`src/rtl/pe_pkg.sv`:
```
// Shared definitions for the priority-encoder link receive side:
// default sizes, the frame FSM state type and a reference code decoder.
package pe_pkg;

    localparam int N_REQ  = 3;
    localparam int CODE_W = 2;
    localparam int CNT_W  = 4;

    // Widest one-hot vector a CODE_W-bit code can address.
    localparam int DEC_W  = 2 ** CODE_W;

    typedef enum logic {
        ACCUM = 1'b0,
        HOLD  = 1'b1
    } state_t;

    typedef struct packed {
        logic [DEC_W-1:0] onehot;
        logic             range_err;
    } dec_t;

    // Code k (1..n) maps to line k-1; code 0 maps to nothing; codes above n
    // map to nothing and raise the range flag.
    function automatic dec_t pe_decode(input logic [CODE_W-1:0] code,
                                       input int unsigned       n);
        dec_t r;
        r.onehot    = '0;
        r.range_err = (int'(code) > int'(n));
        if (code != '0 && !r.range_err) begin
            r.onehot[code - 1'b1] = 1'b1;
        end
        return r;
    endfunction

endpackage

```
`src/rtl/pe_code_dec.sv`:
```
// Combinational code-to-one-hot decoder with out-of-range flag.
// Code 0 and codes above N both decode to an all-zero vector.
module pe_code_dec #(
    parameter int N      = 3,
    parameter int CODE_W = 2
) (
    input  logic [CODE_W-1:0] code,
    output logic [N-1:0]      onehot,
    output logic              range_err
);

    localparam logic [CODE_W-1:0] N_CODE = CODE_W'(N);

    // Decode one code into its request line and flag codes beyond N.
    always_comb begin
        // NOTE: every output gets a default first so no path leaves it unassigned (no latch).
        onehot    = '0;
        range_err = (code > N_CODE);
        for (int i = 0; i < N; i++) begin
            if (code == CODE_W'(i + 1)) begin
                onehot[i] = 1'b1;
            end
        end
    end

endmodule

```
`src/rtl/pe_frame_decoder.sv`:
```
// Frame decoder: ORs decoded request codes over a frame and presents the
// rebuilt vector, beat count and error flag on a registered handshake.
// Optional build macro PE_FRAME_ORDER_CHECK_EN adds a highest-first
// ordering check reported on out_order_err.
module pe_frame_decoder #(
    parameter int N      = pe_pkg::N_REQ,
    parameter int CODE_W = pe_pkg::CODE_W,
    parameter int CNT_W  = pe_pkg::CNT_W
) (
    input  logic              clk,
    input  logic              rst_n,
    input  logic              in_valid,
    output logic              in_ready,
    input  logic [CODE_W-1:0] in_code,
    input  logic              in_last,
    output logic              out_valid,
    input  logic              out_ready,
    output logic [N-1:0]      out_vec,
    output logic [CNT_W-1:0]  out_cnt,
    output logic              out_err,
    output logic              out_order_err
);

    import pe_pkg::*;

    state_t            state;
    logic [N-1:0]      acc;
    logic [CNT_W-1:0]  cnt;
    logic              err;

    logic [N-1:0]      dec;
    logic              range_err;
    logic              accept;
    logic [CNT_W-1:0]  cnt_inc;

    pe_code_dec #(
        .N      (N),
        .CODE_W (CODE_W)
    ) u_code_dec (
        .code      (in_code),
        .onehot    (dec),
        .range_err (range_err)
    );

    // Handshake flags are straight decodes of the state register.
    assign in_ready  = (state == ACCUM);
    assign out_valid = (state == HOLD);
    assign accept    = in_valid & in_ready;

    // Beat counter holds at all-ones instead of wrapping.
    assign cnt_inc = (cnt == {CNT_W{1'b1}}) ? cnt : cnt + 1'b1;

    // Frame FSM: accumulate beats in ACCUM, publish on the last beat, hold until consumed.
    always_ff @(posedge clk or negedge rst_n) begin
        if (!rst_n) begin
            state   <= ACCUM;
            acc     <= '0;
            cnt     <= '0;
            err     <= 1'b0;
            out_vec <= '0;
            out_cnt <= '0;
            out_err <= 1'b0;
        end else begin
            // NOTE: non-blocking assignments so every register samples pre-edge values.
            case (state)
                ACCUM: begin
                    if (accept) begin
                        if (in_last) begin
                            out_vec <= acc | dec;
                            out_cnt <= cnt_inc;
                            out_err <= err | range_err;
                            acc     <= '0;
                            cnt     <= '0;
                            err     <= 1'b0;
                            state   <= HOLD;
                        end else begin
                            acc <= acc | dec;
                            cnt <= cnt_inc;
                            err <= err | range_err;
                        end
                    end
                end
                HOLD: begin
                    if (out_ready) begin
                        state <= ACCUM;
                    end
                end
                default: state <= ACCUM;
            endcase
        end
    end

`ifdef PE_FRAME_ORDER_CHECK_EN
    logic [CODE_W-1:0] last_code;
    logic              order_flag;
    logic              order_viol;
    logic              order_err_q;
    logic              code_live;

    // Only nonzero in-range codes take part in the ordering check.
    assign code_live  = (in_code != '0) && !range_err;
    assign order_viol = accept && code_live && (last_code != '0) && (in_code >= last_code);

    // Track the previous live code; a code not strictly below it breaks highest-first order.
    always_ff @(posedge clk or negedge rst_n) begin
        if (!rst_n) begin
            last_code   <= '0;
            order_flag  <= 1'b0;
            order_err_q <= 1'b0;
        end else if (accept) begin
            if (in_last) begin
                order_err_q <= order_flag | order_viol;
                last_code   <= '0;
                order_flag  <= 1'b0;
            end else begin
                order_flag <= order_flag | order_viol;
                if (code_live) begin
                    last_code <= in_code;
                end
            end
        end
    end

    assign out_order_err = order_err_q;
`else
    assign out_order_err = 1'b0;
`endif

endmodule

```
`config.mk`:
```
export PLATFORM = sky130hd
export DESIGN_NAME = pe_frame_decoder
export DESIGN_NICKNAME = d
export VERILOG_FILES = /design/src/rtl/pe_pkg.sv /design/src/rtl/pe_code_dec.sv /design/src/rtl/pe_frame_decoder.sv
export SDC_FILE = /design/constraint.sdc
export NUM_CORES = 1
export LEC_CHECK = 0
export CORE_UTILIZATION = 40
export CTS_CLUSTER_DIAMETER = 40
export DETAILED_ROUTE_END_ITERATION = 6
export PLACE_DENSITY = 0.78
export SETUP_SLACK_MARGIN = 0.05
export SYNTH_ARGS = -nofsm -noshare
export SYNTH_HDL_FRONTEND = slang
export SYNTH_SLANG_ARGS = --single-unit
```
`constraint.sdc`:
```
create_clock -name clk -period 1.74 [get_ports clk]
set_input_delay 0.348 -clock clk [delete_from_list [all_inputs] [get_ports clk]]
set_output_delay 0.348 -clock clk [all_outputs]
set_load 0.02 [all_outputs]
```
==> Yosys cells after proc, flatten, opt, wreduce, memory -nomap -nowiden <==
Cells that the tools add are included.
{ "word_totals": {"regBits": 17, "input_bits": 7, "output_inout_bits": 11, "wordCells": 30} }
{ "op_classes": {"n_addsub": 1, "magnitude_cmp": 1, "eq_ne": 4, "muxes": 11, "n_bitwise": 4, "reduce_logical": 2} }
{ "op_table": {"columns": ["operator", "n"], "rows": [
  ["$mux 4", 2],
  ["$mux 1", 7],
  ["$add 4x1->4 const B", 1],
  ["$eq 2x2->1 const B", 2],
  ["$eq 4x4->1 const B", 1],
  ["$mux 3", 1],
  ["$or 3x3->3", 1],
  ["$reduce_and 3->1", 1],
  ["$eq 2x1->1 const B", 1],
  ["$gt 2x2->1 const B", 1],
  ["$pmux 1 s2", 1],
  ["$reduce_and 2->1", 1],
  ["$and 1x1->1", 1],
  ["$not 1->1", 1],
  ["$or 1x1->1", 1]
]} }

==> Depth between registers and ports, before layout <==
{ "logic_depth": {"ltp_word": 4, "depth_mapped": 5, "ltp_nobuf": 4} }

==> Modules after synthesis <==
A second synthesis with hierarchy kept.
{ "hier_totals": {"cells_unflattened": 83, "hier_area_um2": 823.3} }
{ "modules_own_cells": {"columns": ["module", "n_inst", "cells_each", "area_per_inst_um2", "seq_area_each_um2"], "rows": [
  ["pe_frame_decoder", 1, 78, 789.5, 425.4],
  ["pe_code_dec", 1, 5, 33.8, 0.0]
]} }

==> Least setup slack after synthesis <==
Ideal clock, no wire load.
{ "synth_timing": {"path_type": "reg-to-reg", "startpoint": "register cnt[0]", "endpoint": "register cnt[0]", "setup_time_ns": 0.125, "t_arrival_ns": 1.199, "required_ns": 1.615, "path_slack_ns": 0.416, "path_stages_with_launch": 5, "path_buffers": 0, "synth_period_minus_slack_ns": 1.324, "cell_sequence": "dfrtp_1 -> ha_1 -> nand3_2 -> and3b_1 -> mux2_2"} }
{ "synth_via": {"elab_chain_len": 3, "word_cells_on_any_way": 4, "cone_classes": "add/sub (1); eq/ne (1); mux (2)"} }
{ "synth_lines": {"columns": ["element", "line", "rtl"], "rows": [
  ["from (decl)", "pe_frame_decoder.sv:28", "logic [CNT_W-1:0] cnt;"],
  ["from (signal assigned)", "pe_frame_decoder.sv:78", "cnt <= cnt_inc;"],
  ["$add 4x1->4 or $eq 4x4->1 (tied branches)", "pe_frame_decoder.sv:51", "assign cnt_inc = (cnt == {CNT_W{1'b1}}) ? cnt : cnt + 1'b1;"],
  ["$mux 4 *", "pe_frame_decoder.sv:51", null],
  ["$mux 4 *", "pe_frame_decoder.sv:68", "if (in_last) begin"]
]} }
Mark *: on every way between the ends. The rest lies on a longest branch, timed or not.
A chain may end at the register's enable or synchronous reset.

==> Worst setup path after layout <==
{ "layout_timing": {"startpoint": "register state, in the netlist out_valid", "endpoint": "output port out_valid"} }
{ "layout_lines": {"columns": ["element", "line", "rtl"], "rows": [
  ["from (decl)", "pe_frame_decoder.sv:26", "state_t state;"],
  ["from (signal assigned)", "pe_frame_decoder.sv:56", "state <= ACCUM;"],
  ["from (signal assigned)", "pe_frame_decoder.sv:75", "state <= HOLD;"],
  ["from (signal assigned)", "pe_frame_decoder.sv:85", "state <= ACCUM;"],
  ["to (decl)", "pe_frame_decoder.sv:16", "output logic out_valid,"]
]} }
No word-level cell between the ends.

==> flow_metrics.tcl <==
set metrics [dict create \
    status "completed" \
    multi_input_area_um2 312 \
    critical-path-max-stage-delay_ns 0.62 \
    end_kind "primary output" \
    wirelength_um 1300 \
    drv_cap 0 \
    crit_buf_inv 1 \
    vias 572 \
    pwr-share-clk 0.200 \
    cts_tree "done" \
    dr_wl_met2_um 604 \
    hold_violations 0 \
    fin_crit_ns 1.64 \
    grt_use_total 0.148 \
    diodes 0 \
    crit_chain "clkdlybuf4s50_1" \
    slowest_stage "clkdlybuf4s50_1" \
    ys_seq_area_frac 0.557 \
    drc_errors 0 \
    grt_pass1_vias 517 \
    vdd_ir_drop_max_v 0.000683 \
    final_layout_size_suffix_gt1_frac 0.138 \
    critPathKind "reg -> out" \
    setup_violations 0 \
    rsz0062_at_grt "no" \
    syn_nets 81 \
    arrival_ns 1.29 \
    die_h_um 45.7 \
    synth_area_um2 763 \
    areaGrowthSynthToFinish_pct 30.3 \
    r2r_cells 4 \
    numPortBuffers 16 \
    powerDensity_nw_per_um2 1040 \
    rr_startpoint "cnt[0]$_DFFE_PN0P_" \
    tns_ns 0 \
    synth_cell_types 26 \
    rows 15 \
    cp_max_fo 4 \
    cts.sink_count 17 \
    cts_max_level 1 \
    grt_overflow 0 \
    setup_ws_ns 0.100 \
    crit_family "buffers and inverters" \
    drt-vias-per-instance 4.81 \
    required_ns 1.39 \
    fin_skew_ns 0.00646 \
    firstDrtPassIters 5 \
    first_iter_violations 8 \
    die_area_um2 2090 \
    grt_pass1_wl_um 2170 \
    grt_max_degree 18 \
    die_w_um 45.7 \
    r2r_setup_slack_ns 0.26 \
    met1_length_um 630 \
    synth_cells 73 \
    drv_slew 0 \
    fmax_mhz 610 \
    gp_congestion 0.782 \
    place_ws_ns 0.0811 \
    hold_path_class "in -> async" \
    seq_power_share 0.502 \
    p_leak_nw 0.453 \
    clk_pin_slew_ns 0.10 \
    worstReg2RegEnd "cnt[0]$_DFFE_PN0P_" \
    register_area_um2 425 \
    ioPinCount 18 \
    dp_hpwl_um 985 \
    ctsHoldBuffers 0 \
    placed_area_um2 970 \
    clk_path_buf_depth 2 \
    antenna_found_initial 0 \
    clk_latency_ns 0.28 \
    utilization 0.564 \
    wl_met3_um 50 \
    finalPower_mw 1.04 \
    fillers 165 \
    start_util 0.433 \
    p_sw_mw 0.325 \
    cts_made_buffers 3 \
    wire_per_inst_um 10.9 \
    fin_crit_sh 0.942 \
    power.internal_mw 0.711 \
    swShare 0.314 \
    syn_area_per_cell_um2 10.5 \
    p_comb_frac 0.297 \
    ys_ff_latch 17 \
    design_area_um2 995 \
    startpoint_type "register" \
    nets 103 \
    coreArea_um2 1760 \
    ant_nets 0 \
    yosysWarnings 0 \
    topRoutingLayerUsed "met4" \
    cts_root_buffer "clkbuf_4" \
]
-- synthesized netlist by cell type --
cell / instances / share of area
a21oi_1: 9 / 0.059
o21bai_1: 2 / 0.020
nand3_2: 1 / 0.013
a31oi_1: 1 / 0.0082
nand2_1: 8 / 0.039
nor2b_1: 3 / 0.025
buf_4: 1 / 0.0098
a41oi_1: 1 / 0.011
nand2b_1: 1 / 0.0082
nand3_1: 1 / 0.0066
o21ai_0: 8 / 0.052
o31ai_1: 1 / 0.0098
nor2_1: 4 / 0.020
xnor2_1: 1 / 0.011
nand3b_2: 1 / 0.015
and3b_1: 1 / 0.011
a22o_2: 1 / 0.013
buf_2: 2 / 0.013
inv_1: 1 / 0.0049
ha_1: 1 / 0.016
and2_1: 1 / 0.0082
conb_1: 1 / 0.0049
dfrtp_1: 17 / 0.56
mux2_2: 2 / 0.030
clkbuf_2: 1 / 0.0066
mux2i_1: 2 / 0.026
-- how the worst max path moves through the flow --
stage                         from            endpoint  slack [ns]  cells past startpoint
2_1_floorplan   cnt[0]$_DFFE_PN0P_  cnt[0]$_DFFE_PN0P_        0.42                      4
3_3_place_gp              in_valid  cnt[0]$_DFFE_PN0P_        0.17                      4
3_5_place_dp              in_valid  cnt[0]$_DFFE_PN0P_        0.08                      4
4_1_cts        out_valid$_DFF_PN0_           out_valid        0.09                      1
5_1_grt        out_valid$_DFF_PN0_           out_valid        0.06                      1
6_report       out_valid$_DFF_PN0_           out_valid        0.10                      1
-- metal layers --
metal / vias up / track usage
li1: 298 / -
met1: 259 / 0.197
met2: 13 / 0.234
met3: 2 / 0.0238
met4: 0 / 0.0727
met5: - / 0
-- stage by stage --
step | hold slack (ns) | cells
finish | 0.371 | 119
detailed placement | 0.470 | 115
global route | 0.394 | 119
global placement | 0.461 | 115
floorplan | 0.0524 | 73
CTS | 0.378 | 119
-- kinds of logic (layout without fill, tap and decap cells) --
family / count (synthesis) / count (layout) / synth area share
AO/OA/AOI/OAI: 23 / 23 / 0.174
adder cells (fa/ha/maj): 1 / 1 / 0.0164
AND/OR/NAND/NOR: 21 / 21 / 0.146
buffers and inverters: 5 / 26 / 0.0344
other: 1 / 1 / 0.00491
flip-flops: 17 / 17 / 0.557
multiplexers: 4 / 4 / 0.0557
XOR/XNOR: 1 / 1 / 0.0115
-- final cells by class --
cell class | count | area share
clock buffer | 4 | 0.0264
inverter | 1 | 0.00377
multi-input combinational | 51 | 0.313
sequential | 17 | 0.428
tap | 25 | 0.0314
timing repair buffer | 21 | 0.197
-- flip-flops by register name, summed over array words and instances, names as in the netlist --
name and cells:
out_err 1, err 1, out_valid 1, acc 3, cnt 4, out_cnt 4, out_vec 3
-- power by group through the flow --
stage / combinational, mW / sequential, mW / clock, mW
after floorplan: 0.118 / 0.574 / 0
after global placement: 0.309 / 0.525 / 0
after detailed placement: 0.313 / 0.528 / 0
after CTS: 0.312 / 0.520 / 0.212
after global routing: 0.340 / 0.529 / 0.231
final: 0.308 / 0.520 / 0.208
-- repair_timing --
action                     in CTS  in global routing
resized for setup               1                  0
setup buffers                   0                  0
setup endpoints to repair       1                  0
-- layout by cell type, fill, tap and decap left out, types with 3 or more instances in the layout --
cell type | Yosys | routed
clkdlybuf4s50_1 | 0 | 15
nand2_1 | 8 | 8
dfrtp_1 | 17 | 17
clkbuf_4 | 0 | 3
nor2_1 | 4 | 4
o21ai_0 | 8 | 8
nor2b_1 | 3 | 3
a21oi_1 | 9 | 9
buf_4 | 1 | 5
Power figures use the tool's default switching activity.
